### src/rtl/risc_core_p.sv
// risc_core_p: accumulator-based multi-cycle core (HALT/FETCH/DECODE/EXEC) driving a
// single request/acknowledge memory port; all memory-port outputs are registered.
module risc_core_p #(
   parameter int ADR_W = 5,
   localparam int DATA_W = ADR_W + 3
) (
   input  logic              clk,
   input  logic              rst_n,
   input  logic              run,
   output logic              mem_req,
   output logic              mem_we,
   output logic [ADR_W-1:0]  mem_adr,
   output logic [DATA_W-1:0] mem_wdata,
   input  logic [DATA_W-1:0] mem_rdata,
   input  logic              mem_ack,
   output logic              halted,
   output logic [ADR_W-1:0]  pc_out,
   output logic [DATA_W-1:0] ac_out,
   output logic [2:0]        op_code,
   output logic              zero_flag,
   output logic              carry_flag
);
   typedef enum logic [1:0] {HALT, FETCH, DECODE, EXEC} state_t;
   localparam logic [2:0] LDA = 3'd0, STA = 3'd1, ADD = 3'd2, SUB = 3'd3, JMP = 3'd5, JZ = 3'd6, HLT = 3'd7;
   state_t state;
   logic [ADR_W-1:0] pc, operand;
   logic [DATA_W-1:0] ac, ir, res;
   logic [DATA_W:0] sum, dif;
   logic z, c;
   assign op_code = ir[DATA_W-1 -: 3];
   assign operand = ir[ADR_W-1:0];
   assign sum = {1'b0, ac} + {1'b0, mem_rdata};
   assign dif = {1'b0, ac} - {1'b0, mem_rdata};
   assign mem_wdata = ac;
   assign pc_out = pc;
   assign ac_out = ac;
   assign zero_flag = z;
   assign carry_flag = c;
   always_comb res = op_code == LDA ? mem_rdata : op_code == ADD ? sum[DATA_W-1:0] :
                     op_code == SUB ? dif[DATA_W-1:0] : ac & mem_rdata;
   // The top bit of dif is set exactly when AC < M, i.e. the borrow out.
   always_ff @(posedge clk or negedge rst_n)
      if (!rst_n) begin
         state <= HALT;
         pc <= '0;
         ac <= '0;
         ir <= '0;
         z <= 1'b0;
         c <= 1'b0;
         mem_req <= 1'b0;
         mem_we <= 1'b0;
         mem_adr <= '0;
         halted <= 1'b1;
      end else
         case (state)
            HALT: if (run) begin
               state <= FETCH;
               halted <= 1'b0;
               mem_req <= 1'b1;
               mem_we <= 1'b0;
               mem_adr <= pc;
            end
            FETCH: if (mem_ack) begin
               ir <= mem_rdata;
               pc <= pc + 1'b1;
               state <= DECODE;
               mem_req <= 1'b0;
            end
            DECODE:
               if (op_code == HLT) begin
                  state <= HALT;
                  halted <= 1'b1;
               end else if (op_code == JMP || op_code == JZ) begin
                  pc <= (op_code == JMP || z) ? operand : pc;
                  mem_adr <= (op_code == JMP || z) ? operand : pc;
                  state <= FETCH;
                  mem_req <= 1'b1;
                  mem_we <= 1'b0;
               end else begin
                  state <= EXEC;
                  mem_req <= 1'b1;
                  mem_we <= op_code == STA;
                  mem_adr <= operand;
               end
            EXEC: if (mem_ack) begin
               if (op_code != STA) begin
                  ac <= res;
                  z <= res == '0;
               end
               if (op_code == ADD || op_code == SUB) c <= op_code == ADD ? sum[DATA_W] : dif[DATA_W];
               state <= FETCH;
               mem_req <= 1'b1;
               mem_we <= 1'b0;
               mem_adr <= pc;
            end
            default: state <= HALT;
         endcase
endmodule

### config.mk
export PLATFORM = sky130hd
export DESIGN_NAME = risc_core_p
export DESIGN_NICKNAME = d
export VERILOG_FILES = /design/src/rtl/risc_core_p.sv
export SDC_FILE = /design/constraint.sdc
export NUM_CORES = 1
export LEC_CHECK = 0
export ABC_AREA = 1
export CAP_MARGIN = 10
export CORE_AREA = 2 2 78 80
export DETAILED_ROUTE_END_ITERATION = 10
export DIE_AREA = 0 0 80 82
export GPL_TIMING_DRIVEN = 0
export PLACE_DENSITY = 0.81
export SLEW_MARGIN = 20
export SYNTH_ARGS = -nofsm -noshare
export SYNTH_HDL_FRONTEND = slang
export SYNTH_SLANG_ARGS = --single-unit
### constraint.sdc
create_clock -name clk -period 2 [get_ports clk]
set_clock_uncertainty 0.05 [all_clocks]
set_input_delay 0.4 -clock clk [delete_from_list [all_inputs] [get_ports clk]]
set_output_delay 0.4 -clock clk [all_outputs]
set_load 0.05 [all_outputs]
After elaboration in Yosys (flattened, before gate mapping). Index checks and enable logic that the tools add are counted.

Bits in registers: 33. Input port bits: 12. Output and inout bits: 34. Word-level logic and storage cells: 78.

$add $sub $neg: 3. Eq/ne operators: 16. Multiplexer cells: 31. Bitwise logic cells: 1. Reduce and logical (&&, ||, !) cells: 17.

Operators with widths (number): 2-to-1 mux 5 bit (8); 2-to-1 mux 8 bit (3); one-hot mux 5 bit (3 select lines) (1); inequality test 2 bit (second input constant) (6); AND reduction 3 bit (4); AND reduction 4 bit (3); 2-to-1 mux 2 bit (5); one-hot mux 5 bit (2 select lines) (1); adder 8 x 8 -> 9 bit (1); equality test 3 bit (second input constant) (3); 2-to-1 mux 1 bit (9); subtractor 8 x 8 -> 9 bit (1); AND 8 bit (1); logical NOT 8 bit (1); one-hot mux 2 bit (4 select lines) (1); equality test 3 x 2 -> 1 bit (second input constant) (2); adder 5 x 1 -> 5 bit (second input constant) (1); equality test 2 bit (second input constant) (2); one-hot mux 1 bit (4 select lines) (1); nonzero test 2 bit (2); equality test 3 x 1 -> 1 bit (second input constant) (1); logical NOT 3 bit (1); logical OR 1 bit (3); inequality test 3 x 1 -> 1 bit (second input constant) (1); 6 further kinds (6).

Depth between registers and ports, before layout.
Depth in word-level cells: 6. Mapped depth: 16. Mapped depth without buffers: 16.

Least setup slack after synthesis. Ideal clock, no wire load.

Path kind: reg-to-reg. From: register ac[0] (netlist: ac_out[0]). To: register z (netlist: zero_flag). Library setup time: 0.118 ns. Data arrival time: 2.144 ns. Required time: 1.832 ns. Path slack: -0.312 ns. Cell stages (with the launch flop): 15. Path buffers: 0. Clock period less this slack: 2.312 ns. Cell sequence: dfrtp_1 > ha_1 > inv_1 > fa_1 > nand3b_1 > nand2_1 > nand2_1 > nand2_1 > nor2_1 > nor2_1 > nor2_1 > nor2_1 > nor2_1 > nand2_1 > nand2_1.

Word-level cells in the longest chain between the ends: 5. Elaborated cells on any way between the ends: 7. Those cells by class: add/sub (2); mux (3); bitwise (1); reduce/logical (1).

Ends and longest elaborated chain: from (decl) (line 27) `logic [DATA_W-1:0] ac, ir, res;`; from (signal assigned) (line 87) `ac <= res;`; subtractor 8 x 8 -> 9 bit / AND 8 bit (equally long branches) (line 33, 40); 2-to-1 mux 8 bit (line 40) `op_code == SUB ? dif[DATA_W-1:0] : ac & mem_rdata;`; 2-to-1 mux 8 bit (*) (2 in a row) (line 39) `always_comb res = op_code == LDA ? mem_rdata : op_code == ADD ? sum[DATA_W-1:0] :`; logical NOT 8 bit (*) (line 88) `z <= res == '0;`; to (signal assigned) (line 48) `z <= 1'b0;`; to (signal assigned) (line 88); to (decl) (line 29) `logic z, c;`.

Every way passes the cells marked *; elsewhere a longest branch is shown, timed or not. A chain may end at the register's enable or synchronous reset.

Final worst setup path. Ends and elaborated chain as after synthesis.

==> summary.txt <==
Timing
  – Relative slew slack: 0.664
  – Max-slew violations: 0
  – Hold Slack: 438 ps
  – Setup_tns: -115 ps
  – Final period utilization: 1.06
  – Tmin final: 2110 ps
  – RSZ-0062 raised after global routing: yes
  – # setup viols final: 1
  – Max Fclk: 0.473 GHz
  – Hold Fails Final Rpt: 0
  – Setup ws final: -115 ps
  – Pin slew with the least headroom to its limit: 503 ps

Die
  – Die X: 80 µm
  – Die area: 0.00656 mm²
  – CORE AREA: 0.00575 mm²
  – Die Y: 82 µm
  – # rows: 28
  – Boundary Pins: 46
  – Initial core utilization: 0.478

Hold path
  – Min-Delay Path Depth: 2
  – HP Class: register to register
  – Worst hold start: mem_we
  – Worst min-delay path endpoint: mem_we

Global routing
  – Overall Global Routing Usage: 0.229
  – Vias in the first global route: 2630
  – Grt total ovfl: 0
  – Initial antenna violation count: 0
  – First-pass GRT wire length: 11900 µm
  – Largest net degree at the start of global routing: 20

Placement
  – Instance area at placement: 0.00334 mm²
  – Port Buffer Count: 45
  – Placer Congestion: 0.925
  – Detailed placement HPWL: 5440 µm
  – DP Cell Count: 523
  – DP Worst Slack: -657 ps

Clock tree
  – Clk buf depth: 2
  – Sink Count: 33
  – CTS tree: done
  – H-tree Lvls: 2
  – Reg clk slew, reported paths: 70 ps
  – Clk Latency, worst-skew pair: 290 ps
  – CTS root buf: clkbuf_8
  – TritonCTS buffer count: 5

Yosys
  – Top-count cell post-synth: nand2_1
  – Asr flop ratio synth: 1.00
  – Mapped Area: 0.00275 mm²
  – Post-synth EDFFs: 0
  – Synth area leaders: dfrtp_1 29%, nand2_1 14%, ha_1 10%, nand3_1 6.7%, inv_1 5.7%
  – Synth unique cells: 37
  – Commonest cells in the netlist: 104 x nand2_1, 42 x inv_1, 41 x nor2_1
  – #FFs+latches synth: 33
  – Synth warn: 0
  – Post-synthesis sequential area ratio: 0.301
  – Area leader, netlist: dfrtp_1
  – Synth top area share: 0.291
  – Synthesized netlist cell count: 402
  – Syn Nets: 439
  – Most common flop cell mapped by yosys: dfrtp_1
  – Mean Syn Cell Area: 6.83 µm²

Route
  – Routed WL: 6910 µm
  – Per-cell routed wire length: 12.9 µm
  – Initial drt markers: 143
  – Drt first pass iters: 6
  – Total number of vias: 2771
  – DRT antenna net count: 0
  – DRC Markers: 0
  – Avg Vias per Cell: 5.16

Setup path
  – Critical path, cell by cell: inv_2 > ha_4 > fa_2 > inv_1 > nand2_1 > nand3_1 > a21oi_2 > nand2_1 > nor2_1 > nand3_2 > nor2_1 > nand2_1 > nand2_1
  – Worst-path fanout max: 4
  – CP peak stage delay: 530 ps
  – Crit path buffers/inverters: 2
  – Critical path class: register to register
  – Worst EP required: 2180 ps
  – Worst reg2reg startpoint: ac_out[0]
  – Critical-path top delay cell: fa_2
  – Worst path most repeated cell: nand2_1
  – Type of origin of the critical path: register
  – FF-to-FF setup slack: -110 ps
  – Worst R2R End: zero_flag
  – Reg2Reg Depth: 13
  – Arrival @ worst endpoint: 2300 ps
  – Crit end category: register
  – Family with the most delay on the worst path: adder cells

Layout
  – Final std cells w/o fill: 537
  – Fin nets: 498
  – Ant diodes: 0
  – Layout cells sized above 1: 0.190
  – Filler cell count: 534
  – Layout area overhead: 30.6%
  – Post-Layout Inst Area: 0.00359 mm²

Pwr
  – Max IR drop VDD: 0.980 mV
  – P_leak: 1.82 nW
  – Pwr per Cell Area: 1850 mW/mm²

Flow run
  – MaxCap Viol Count: 0

Status
  – Violated checks: setup timing
  – Status: finished, violations left
## worst max path at each step
stage	start	end	slack [ps]	cells after the start
floorplan	ac_out[0]	zero_flag	-70	14
global placement	mem_rdata[0]	zero_flag	-620	15
detailed placement	mem_rdata[0]	zero_flag	-660	15
CTS	mem_rdata[6]	zero_flag	-90	16
global route	mem_rdata[6]	zero_flag	-250	16
finish	ac_out[0]	zero_flag	-110	13
## through the flow
stage	power (mW)	utilization
finish	6.64	0.624
global route	7.19	0.624
CTS	6.49	0.607
detailed placement	5.86	0.582
global placement	5.74	0.578
floorplan	4.61	-
## cell usage in the layout, fill, tap and decap left out, drive strengths merged
cell type / count
a21oi: 24
a22o: 1
a311oi: 1
a31oi: 10
and2: 1
buf: 21
bufinv: 1
clkbuf: 12
clkdlybuf4s15: 1
clkdlybuf4s50: 15
clkinv: 2
dfrtp: 32
dfstp: 1
dlygate4sd2: 21
dlygate4sd3: 1
dlymetal6s2s: 6
fa: 2
ha: 23
inv: 52
mux2: 1
nand2: 107
nand3: 39
nand3b: 3
nand4: 1
nor2: 43
nor3: 2
o21ai: 33
o22ai: 2
or2: 2
xor2: 2
## cell type report
cell class                      count  area [µm²]  share of cell area
Tap cell                           75        93.8              0.0262
Clock inverter                      1        30.0             0.00837
Sequential cell                    33         832               0.232
Inverter                           54         204              0.0569
Clock buffer                        7        86.3              0.0241
Buffer                             18         123              0.0342
Timing Repair Buffer               52         504               0.141
Multi-Input combinational cell    297        1710               0.478
## what timing repair did
action                                  in CTS  in global routing
hold endpoints to repair                    13                  0
endpoints found under the setup margin      24                 21
gates resized for setup                     37                 23
hold buffers                                 1                  0
buffers inserted                             0                  5
pin swaps                                    4                 11
## metal layers
metal,share of wire,vias up,track usage
met5,0,-,0
met4,0.023,0,0.0864
met3,0.043,13,0.0341
met2,0.52,60,0.423
met1,0.42,1277,0.268
li1,-,1421,-
## worst register-to-register path, delay by kind of cell (launching register included)
family | cells | cell delay, ps
adder cells (fa/ha/maj) | 2 | 690
AND/OR/NAND/NOR | 8 | 650
buffers and inverters | 2 | 100
AO/OA/AOI/OAI | 1 | 160
flip-flops | 1 | 410
## power by group
group | switching, mW | internal (mW) | total [mW] | leakage [nW]
registers | 0.372 | 0.989 | 1.36 | 0.392
logic | 3.04 | 1.59 | 4.63 | 1.37
clock network | 0.242 | 0.406 | 0.648 | 0.0585
## logic make-up (layout without fill, tap and decap cells)
group	after synthesis	after routing	share of synthesized area
AO/OA/AOI/OAI	71	71	0.144
XOR/XNOR	2	2	0.00638
buffers and inverters	72	132	0.116
multiplexers	1	1	0.00410
AND/OR/NAND/NOR	198	198	0.309
flip-flops	33	33	0.301
adder cells (fa/ha/maj)	25	25	0.119
## flip-flops by register name, summed over array words and instances (netlist names)
register and count:
state 2, ir 8, mem_we 1, zero_flag 1, halted 1, pc_out 5
mem_adr 5, ac_out 8, mem_req 1, carry_flag 1
Note: power is estimated with default switching activity, not from simulation.
